**src/rtl/spi_host_pkg.sv**
```systemverilog
// Shared types for the SPI host window arbiter: arbiter state, default burst
// limit and the default register-bus request/response structs.
package spi_host_pkg;

  typedef enum logic {
    ST_IDLE   = 1'b0,
    ST_LOCKED = 1'b1
  } win_state_e;

  localparam int MaxBurstDefault = 4;

  typedef struct packed {
    logic        valid;
    logic        write;
    logic [31:0] addr;
    logic [31:0] wdata;
    logic [3:0]  wstrb;
  } win_req_t;

  typedef struct packed {
    logic        ready;
    logic        error;
    logic [31:0] rdata;
  } win_rsp_t;

endpackage

```
**src/rtl/spi_host_win_rr_pick.sv**
```systemverilog
// Round-robin picker: first set bit of the valid vector at or after ptr,
// wrapping modulo NumReq. Produces both a one-hot grant and its index.
module spi_host_win_rr_pick #(
  parameter int NumReq = 2
) (
  input  logic [NumReq-1:0]         valid,
  input  logic [$clog2(NumReq)-1:0] ptr,
  output logic [NumReq-1:0]         grant,
  output logic [$clog2(NumReq)-1:0] idx
);

  localparam int IdxW = $clog2(NumReq);
  localparam int SumW = IdxW + 1;

  logic [NumReq-1:0] rot;
  logic [SumW-1:0]   sum;
  logic              found;

  // rot[j] is the valid bit of requester (ptr + j) mod NumReq
  assign rot = NumReq'({valid, valid} >> ptr);

  always_comb begin
    found = 1'b0;
    sum   = '0;
    for (int j = NumReq - 1; j >= 0; j--) begin
      if (rot[j]) begin
        found = 1'b1;
        sum   = {1'b0, ptr} + SumW'(j);
      end
    end
    if (sum >= SumW'(NumReq)) begin
      sum = sum - SumW'(NumReq);
    end
    idx = sum[IdxW-1:0];
  end

  for (genvar gi = 0; gi < NumReq; gi++) begin : g_onehot
    assign grant[gi] = found && (idx == IdxW'(gi));
  end

endmodule

```
**src/rtl/spi_host_win_arb.sv**
```systemverilog
// Arbitrates several register-bus requesters onto the single SPI host TX/RX
// window, letting one owner keep the window for up to MaxBurst accesses.
module spi_host_win_arb
  import spi_host_pkg::*;
#(
  parameter type reg_req_t = win_req_t,
  parameter type reg_rsp_t = win_rsp_t,
  parameter int  NumReq    = 2,
  parameter int  MaxBurst  = MaxBurstDefault
) (
  input  logic                      clk_i,
  input  logic                      rst_i,
  input  reg_req_t                  req_i [NumReq],
  output reg_rsp_t                  rsp_o [NumReq],
  output reg_req_t                  win_req_o,
  input  reg_rsp_t                  win_rsp_i,
  output logic [$clog2(NumReq)-1:0] owner_o,
  output logic                      locked_o
);

  localparam int IdxW = $clog2(NumReq);
  localparam int CntW = $clog2(MaxBurst + 1);

  win_state_e      state_q, state_d;
  logic [IdxW-1:0] ptr_q, ptr_d;
  logic [IdxW-1:0] owner_q, owner_d;
  logic [CntW-1:0] cnt_q, cnt_d;

  logic [NumReq-1:0] valid_vec;
  logic [NumReq-1:0] pick_onehot;
  logic [IdxW-1:0]   pick_idx;
  logic [IdxW-1:0]   grant_idx;
  logic              grant_valid;
  logic              handshake;

  for (genvar gi = 0; gi < NumReq; gi++) begin : g_valid
    assign valid_vec[gi] = req_i[gi].valid;
  end

  spi_host_win_rr_pick #(
    .NumReq (NumReq)
  ) u_pick (
    .valid (valid_vec),
    .ptr   (ptr_q),
    .grant (pick_onehot),
    .idx   (pick_idx)
  );

  // While locked only the owner may reach the window; a dropped owner
  // forwards nothing and releases the lock on the next edge.
  always_comb begin
    if (state_q == ST_LOCKED) begin
      grant_valid = valid_vec[owner_q];
      grant_idx   = owner_q;
    end else begin
      grant_valid = |pick_onehot;
      grant_idx   = pick_idx;
    end
    win_req_o = grant_valid ? req_i[grant_idx] : '0;
  end

  assign handshake = grant_valid & win_rsp_i.ready;

  for (genvar gi = 0; gi < NumReq; gi++) begin : g_rsp
    assign rsp_o[gi] = (grant_valid && (grant_idx == IdxW'(gi))) ? win_rsp_i : '0;
  end

  always_comb begin
    state_d = state_q;
    ptr_d   = ptr_q;
    owner_d = owner_q;
    cnt_d   = cnt_q;
    unique case (state_q)
      ST_IDLE: begin
        if (handshake) begin
          owner_d = grant_idx;
          ptr_d   = (grant_idx == IdxW'(NumReq - 1)) ? '0 : grant_idx + 1'b1;
          if (MaxBurst > 1) begin
            state_d = ST_LOCKED;
            cnt_d   = CntW'(1);
          end
        end
      end
      ST_LOCKED: begin
        if (!grant_valid) begin
          state_d = ST_IDLE;
        end else if (handshake) begin
          cnt_d = cnt_q + 1'b1;
          if (cnt_d == CntW'(MaxBurst)) begin
            state_d = ST_IDLE;
          end
        end
      end
      default: state_d = ST_IDLE;
    endcase
  end

  always_ff @(posedge clk_i) begin
    if (rst_i) begin
      state_q <= ST_IDLE;
      ptr_q   <= '0;
      owner_q <= '0;
      cnt_q   <= '0;
    end else begin
      state_q <= state_d;
      ptr_q   <= ptr_d;
      owner_q <= owner_d;
      cnt_q   <= cnt_d;
    end
  end

  assign owner_o  = owner_q;
  assign locked_o = (state_q == ST_LOCKED);

endmodule

```
**config.mk**
```make
export PLATFORM = sky130hd
export DESIGN_NAME = spi_host_win_arb
export DESIGN_NICKNAME = d
export VERILOG_FILES = /design/src/rtl/spi_host_pkg.sv /design/src/rtl/spi_host_win_rr_pick.sv /design/src/rtl/spi_host_win_arb.sv
export SDC_FILE = /design/constraint.sdc
export NUM_CORES = 1
export LEC_CHECK = 0
export CORE_AREA = 2 2 123 125
export CTS_BUF_LIST = sky130_fd_sc_hd__clkbuf_16
export DETAILED_ROUTE_END_ITERATION = 8
export DIE_AREA = 0 0 125 127
export GPL_ROUTABILITY_DRIVEN = 0
export PLACE_DENSITY = 0.5
export SLEW_MARGIN = 20
export SYNTH_ARGS = -nofsm -noshare
export SYNTH_HDL_FRONTEND = slang
export SYNTH_SLANG_ARGS = --single-unit
```
**constraint.sdc**
```tcl
create_clock -name clk_i -period 1.6 [get_ports clk_i]
set_clock_uncertainty 0.05 [all_clocks]
set_input_delay 0.32 -clock clk_i [delete_from_list [all_inputs] [get_ports clk_i]]
set_output_delay 0.32 -clock clk_i [all_outputs]
set_load 0.05 [all_outputs]
```
==> metrics.txt, run 1 <==
Initial Utilization 10.5%; Inserted Clock Buffers 3; clock latency at the later pin of the worst-skew pair between 200 and 250 ps; share of the synthesized area in the top cell type approximately 40%; Setup CP Type flop to output port; RR Endpoint cnt_q[0]; Die Y-Extent roughly 130 um; crit share post-route 127%; worst setup path end win_req_o[24]; I/O pins 316; WL final between 10000 and 15000 um; hold violation count in the final report 0; Yosys cell types 27; first-pass GRT wire length ~19000 um; gr usage total 14.8%; 1st-iter DRT viols 48; Reg2Reg Launch Point locked_o; die area approximately 16000 um2; number of stages on the worst setup path 6; crit-path cells buf_12 > o21a_4 > buf_12 > buf_4 > a22o_4 > buf_12; failing checks setup timing; DP HPWL between 10000 and 15000 um; wire per inst ~18 um; crit path max fanout 10; Top delay family on crit path buffers and inverters; most frequent cell on the critical path buf_12; Die Wd roughly 130 um; achievable frequency 490 MHz; post-synth net total roughly 380; Power Dens Cells 588 nW/um2; worst IR drop on VDD 0.340 mV; row count 44; clock sinks 6; Area Growth Syn to Fin 403%; Leak Pwr 3.25 nW; max cap viols 0; largest area contributor in the netlist a22o_1; vias 3036; Root Driver clkbuf_16; slowest CP cell dfxtp_4; Port Buffers roughly 320; hold slack between 400 and 500 ps; largest net degree at the start of global routing a little over 40; Vias/cell 4.25; Synth Register Bits 6; Setup crit end kind output port; synth warn 0; Critical Path Max Stage Delay 360 ps; # DRC 0; Layout fillers about 1200; Slew HR a little over four fifths; crit path DAT 1670 ps; Post-DP Area 7200 um2; R2R depth 4; total grt overflow 0; final instance area between 7000 and 8000 um2; fin. max-slew vios 0; Reg clk slew, reported paths roughly 30 ps; Finish-stage setup viols around 140; final setup margin -440 ps; main area contributors after synthesis a22o_1 40%, and2_1 28%, dfxtp_1 8.0%; Antenna Violating Nets Remaining 0; # nets final around 700; initial antenna violation count 1; worst slew pin tran about 230 ps; CP bufs+invs 4; CP startpoint locked_o; drt pass-1 iters 4; Hold Path Class flop to flop; part of the Yosys area used for sequential elements 7.97%; htree depth 1; Avg Synthesized Cell Area between 7 and 8 um2; post-layout minimum cycle time around 2000 ps; CP Data Required Time between 1000 and 1500 ps; RSZ-0062 raised after global routing true; clk buf depth 2; Cells after Synth 198; vias in the first global route around 3300; layout cells sized above 1 between 60% and 70%; status finished with violations; Power Total between 4 and 5 mW; CTS tree yes; CORE AREA approximately 14000 um2; mapped cell area 1510 um2; FF-to-FF setup slack around 90 ps; Worst setup SP type flop
==> layer usage <==
layer / global-route usage, % / share of wire [%] / up-vias
met5: 0 / 0 / -
met4: 4.12 / 2.2 / 0
met3: 4.90 / 10 / 16
met2: 27.7 / 53 / 204
met1: 16.0 / 34 / 1398
li1: - / - / 1418
==> cell type report <==
type | count | area [um2] | share of cell area, %
diodes | 1 | 2.50 | 0.0330
clock buffers | 3 | 75.1 | 0.989
inverters | 5 | 18.8 | 0.247
multi-input cells | 163 | 2040 | 26.9
flip-flops and latches | 6 | 129 | 1.70
well taps | 184 | 230 | 3.03
repair buffers | 352 | 5090 | 67.1
==> flip-flops by register name, indices dropped and copies added, names as in the netlist <==
name and flops:
cnt_q 3, locked_o 1, owner_o 1, ptr_q 1
==> Yosys cell counts <==
library cell and n:
o211a_1 1, nand2_1 2, a22o_1 69, a221oi_1 1, ha_1 2, or3b_1 1
nand3_1 3, clkbuf_1 7, a211oi_2 1, o2111ai_1 1, mux2i_1 2, clkbuf_2 3
buf_4 11, o21a_1 1, buf_2 3, nor2_1 1, o31ai_1 1, nor3b_1 2
a21boi_1 1, inv_1 5, nor3_1 1, dfxtp_1 6, and2_1 68, nand3b_1 1
o221a_2 1, and3b_1 1, o21ai_0 2
==> worst reg2reg max path, cell delays in order (launching register included) <==
cell     delay, ps
dfxtp_4        380
buf_4          130
or3b_4         390
o211a_1        180
o221a_2        270
==> worst min-delay path by stage <==
stage	cells past startpoint	slack, ps	start	end
after floorplan	1	340	rst_i	locked_o
after global placement	2	400	cnt_q[1]	cnt_q[1]
after detailed placement	2	420	cnt_q[1]	cnt_q[1]
after CTS	2	420	cnt_q[1]	cnt_q[1]
after global routing	2	440	cnt_q[1]	cnt_q[1]
final	2	410	cnt_q[1]	cnt_q[1]
==> kinds of logic after synthesis <==
logic type / share of synthesized area, %
AOI/OAI and AO/OA: 45.6
adders and majority gates: 1.66
buffers and inverters: 10.5
DFF: 7.97
muxes: 1.33
and+or+nand+nor: 32.9
==> through the flow <==
| step | utilization [%] | setup slack [ps] | setup TNS, ps | std cells |
|---|---|---|---|---|
| after floorplan | - | -120 | -11960 | 198 |
| after global placement | 49.9 | -732 | -94310 | 697 |
| after detailed placement | 49.9 | -745 | -95870 | 697 |
| after CTS | 51.4 | -426 | -54300 | 704 |
| after global routing | 52.6 | -494 | -61420 | 713 |
| final | 52.6 | -440 | -52950 | 714 |
==> timing repair <==
item	4_1_cts	5_1_grt
hold buffers	0	0
setup buffers	3	4
gates cloned	2	5
resized for setup	24	7
hold endpoints to repair	0	0
pin swaps	16	6
endpoints found under the setup margin	138	138
==> cell usage in the layout, fill, tap and decap left out, drive strengths merged, types with 3 or more instances in the layout <==
cell             n
dfxtp            6
inv              5
a22o            69
buf            174
clkdlybuf4s50  173
nand3            3
clkbuf           6
and2            68
==> power by group <==
group / internal [mW] / total, mW / leakage [nW] / switching [mW]
clock: 0.321 / 0.409 / 0.0370 / 0.0877
sequential: 0.159 / 0.170 / 0.0509 / 0.0111
combinational: 2.10 / 3.88 / 3.16 / 1.78
total: 2.58 / 4.46 / 3.25 / 1.88
No activity file was read; power rests on OpenSTA's default activity.
==> run 2, diff against run 1 <==
Settings changed: CELL_PAD_IN_SITES_DETAIL_PLACEMENT set to 0, CELL_PAD_IN_SITES_GLOBAL_PLACEMENT set to 2, CORE_AREA 2 2 123 125 to not set, CORE_MARGIN set to 2, CORE_UTILIZATION set to 10, DIE_AREA 0 0 125 127 to not set, PLACE_DENSITY 0.5 to 0.95, RECOVER_POWER set to 50.
==> metrics.txt, run 2 (synthesis results as in run 1) <==
status finished with violations; failing checks setup timing; Reg2Reg Launch Point locked_o; Die Wd approximately 130 um; clk buf depth 2; first-pass GRT wire length between 15000 and 20000 um; Power Total 4.63 mW; # diodes 0; P_sw about 1.9 mW; htree depth 1; Initial Utilization between 10% and 20%; # nets final ~730; DP HPWL 11300 um; hold_sp cnt_q[1]; WL final around 14000 um; Inserted Clock Buffers 3; vias in the first global route 3236; Die Y-Extent about 130 um; Setup TNS -63610 ps; CTS tree yes; # DRC 0; largest net degree at the start of global routing 53; DP Cell Count approximately 710; achievable frequency about 470 MHz; clock sinks 6; Hold Path Class flop to flop; Finish-stage setup viols 140; Power Dens Cells between 500 and 600 nW/um2; Root Driver clkbuf_16; initial antenna violation count 0; Leak Pwr ~3.4 nW; crit share post-route 132%; fin cells 736; Logic pwr share just under 90%; layout cells sized above 1 64.3%; Setup CP Type flop to output port; hold slack between 400 and 500 ps; power share of the clock group around 8.8%; I/O pins 316; CP startpoint locked_o; 1st-iter DRT viols about 100; worst slew pin tran ~250 ps; Int Power ~2.7 mW; CORE AREA about 15000 um2; cts hold-fix bufs 0; gr usage total approximately 15%; Net Sw Frac a little over two fifths; Vias/cell around 4.2; final setup margin -518 ps; fin. max-slew vios 0; post-layout minimum cycle time about 2100 ps; crit path max fanout 7; crit path DAT ~1800 ps; hold violation count in the final report 0; most common cell after layout, fill and taps aside clkdlybuf4s50_1; max FFs per register 3; CP Data Required Time approximately 1200 ps; Reg clk slew, reported paths approximately 40 ps; drt pass-1 iters 4; Antenna Violating Nets Remaining 0; Seq pwr share 3.7%; Port Buffers 315; wire per inst approximately 19 um; Top reg by flops cnt_q; clock latency at the later pin of the worst-skew pair ~230 ps; commonest cells after routing, fill and taps aside 173 x clkdlybuf4s50_1, 146 x buf_12, 69 x a22o_4; Setup crit end kind output port; worst IR drop on VDD around 0.27 mV; Slew HR 83.0%; total grt overflow 0; max cap viols 0; RSZ-0062 raised after global routing true; Worst setup SP type flop; vias ~3100; row count between 40 and 50; Area Growth Syn to Fin 424%; die area 16100 um2
## run 2: cell count changes in the layout (fill, tap and decap cells not counted), sizes merged
cell           delta
buf              +17
clkbuf            +6
clkdlybuf4s15     -1
diode             -1
inv               +1
## run 2: repair_timing
action / CTS / global route
endpoints found under the setup margin: 140 / 141
buffers inserted: 5 / 8
gates cloned: 1 / 13
pin swaps: 11 / 36
gates resized for setup: 25 / 28
## run 2: final cells by class
cell class / count / area (um2)
clock buffers: 3 / 75.1
clock inverters: 1 / 3.75
fillers: 1186 / 6740
inverters: 5 / 18.8
multi-input cells: 163 / 2070
flip-flops and latches: 6 / 129
well taps: 184 / 230
repair buffers: 374 / 5380
## run 2: power by group through the flow
stage,logic (mW),registers [mW],clock network (mW)
2_1_floorplan,1.84,0.181,0
3_3_place_gp,3.76,0.171,0
3_5_place_dp,3.79,0.172,0
4_1_cts,3.88,0.168,0.418
5_1_grt,4.18,0.171,0.427
6_report,4.05,0.170,0.408
## run 2: worst paths after layout
kind	endpoint	slack (ps)	cells past startpoint
worst max-delay path	win_req_o[50]	-520	7
worst min-delay path	cnt_q[1]	420	2
worst max register to register	cnt_q[0]	-130	6
worst min register to register	cnt_q[1]	420	2
## run 2: through the flow
stage                     setup WS, ps  instance area, um2  utilization, %
after floorplan                   -120                2400               -
after global placement            -722                7230            49.4
after detailed placement          -747                7230            49.4
after CTS                         -491                7480            51.1
after global routing              -556                7900            54.0
final                             -518                7900            54.0
## run 2: critical path, cell delays in order (launching register included)
cell,delay [ps]
dfxtp_4,360
buf_12,140
a211oi_4,260
buf_4,160
buf_12,150
buf_6,150
a22o_4,150
buf_12,130
## run 2: per-layer routing
layer / GRT usage, % / part of all wire [%] / wire length [um] / vias to the layer above
li1: - / - / - / 1452
met1: 15.7 / 34 / 4850 / 1426
met2: 30.4 / 57 / 8060 / 209
met3: 3.21 / 8.2 / 1160 / 12
met4: 2.00 / 0.74 / 105 / 0
met5: 0 / 0 / 0 / -
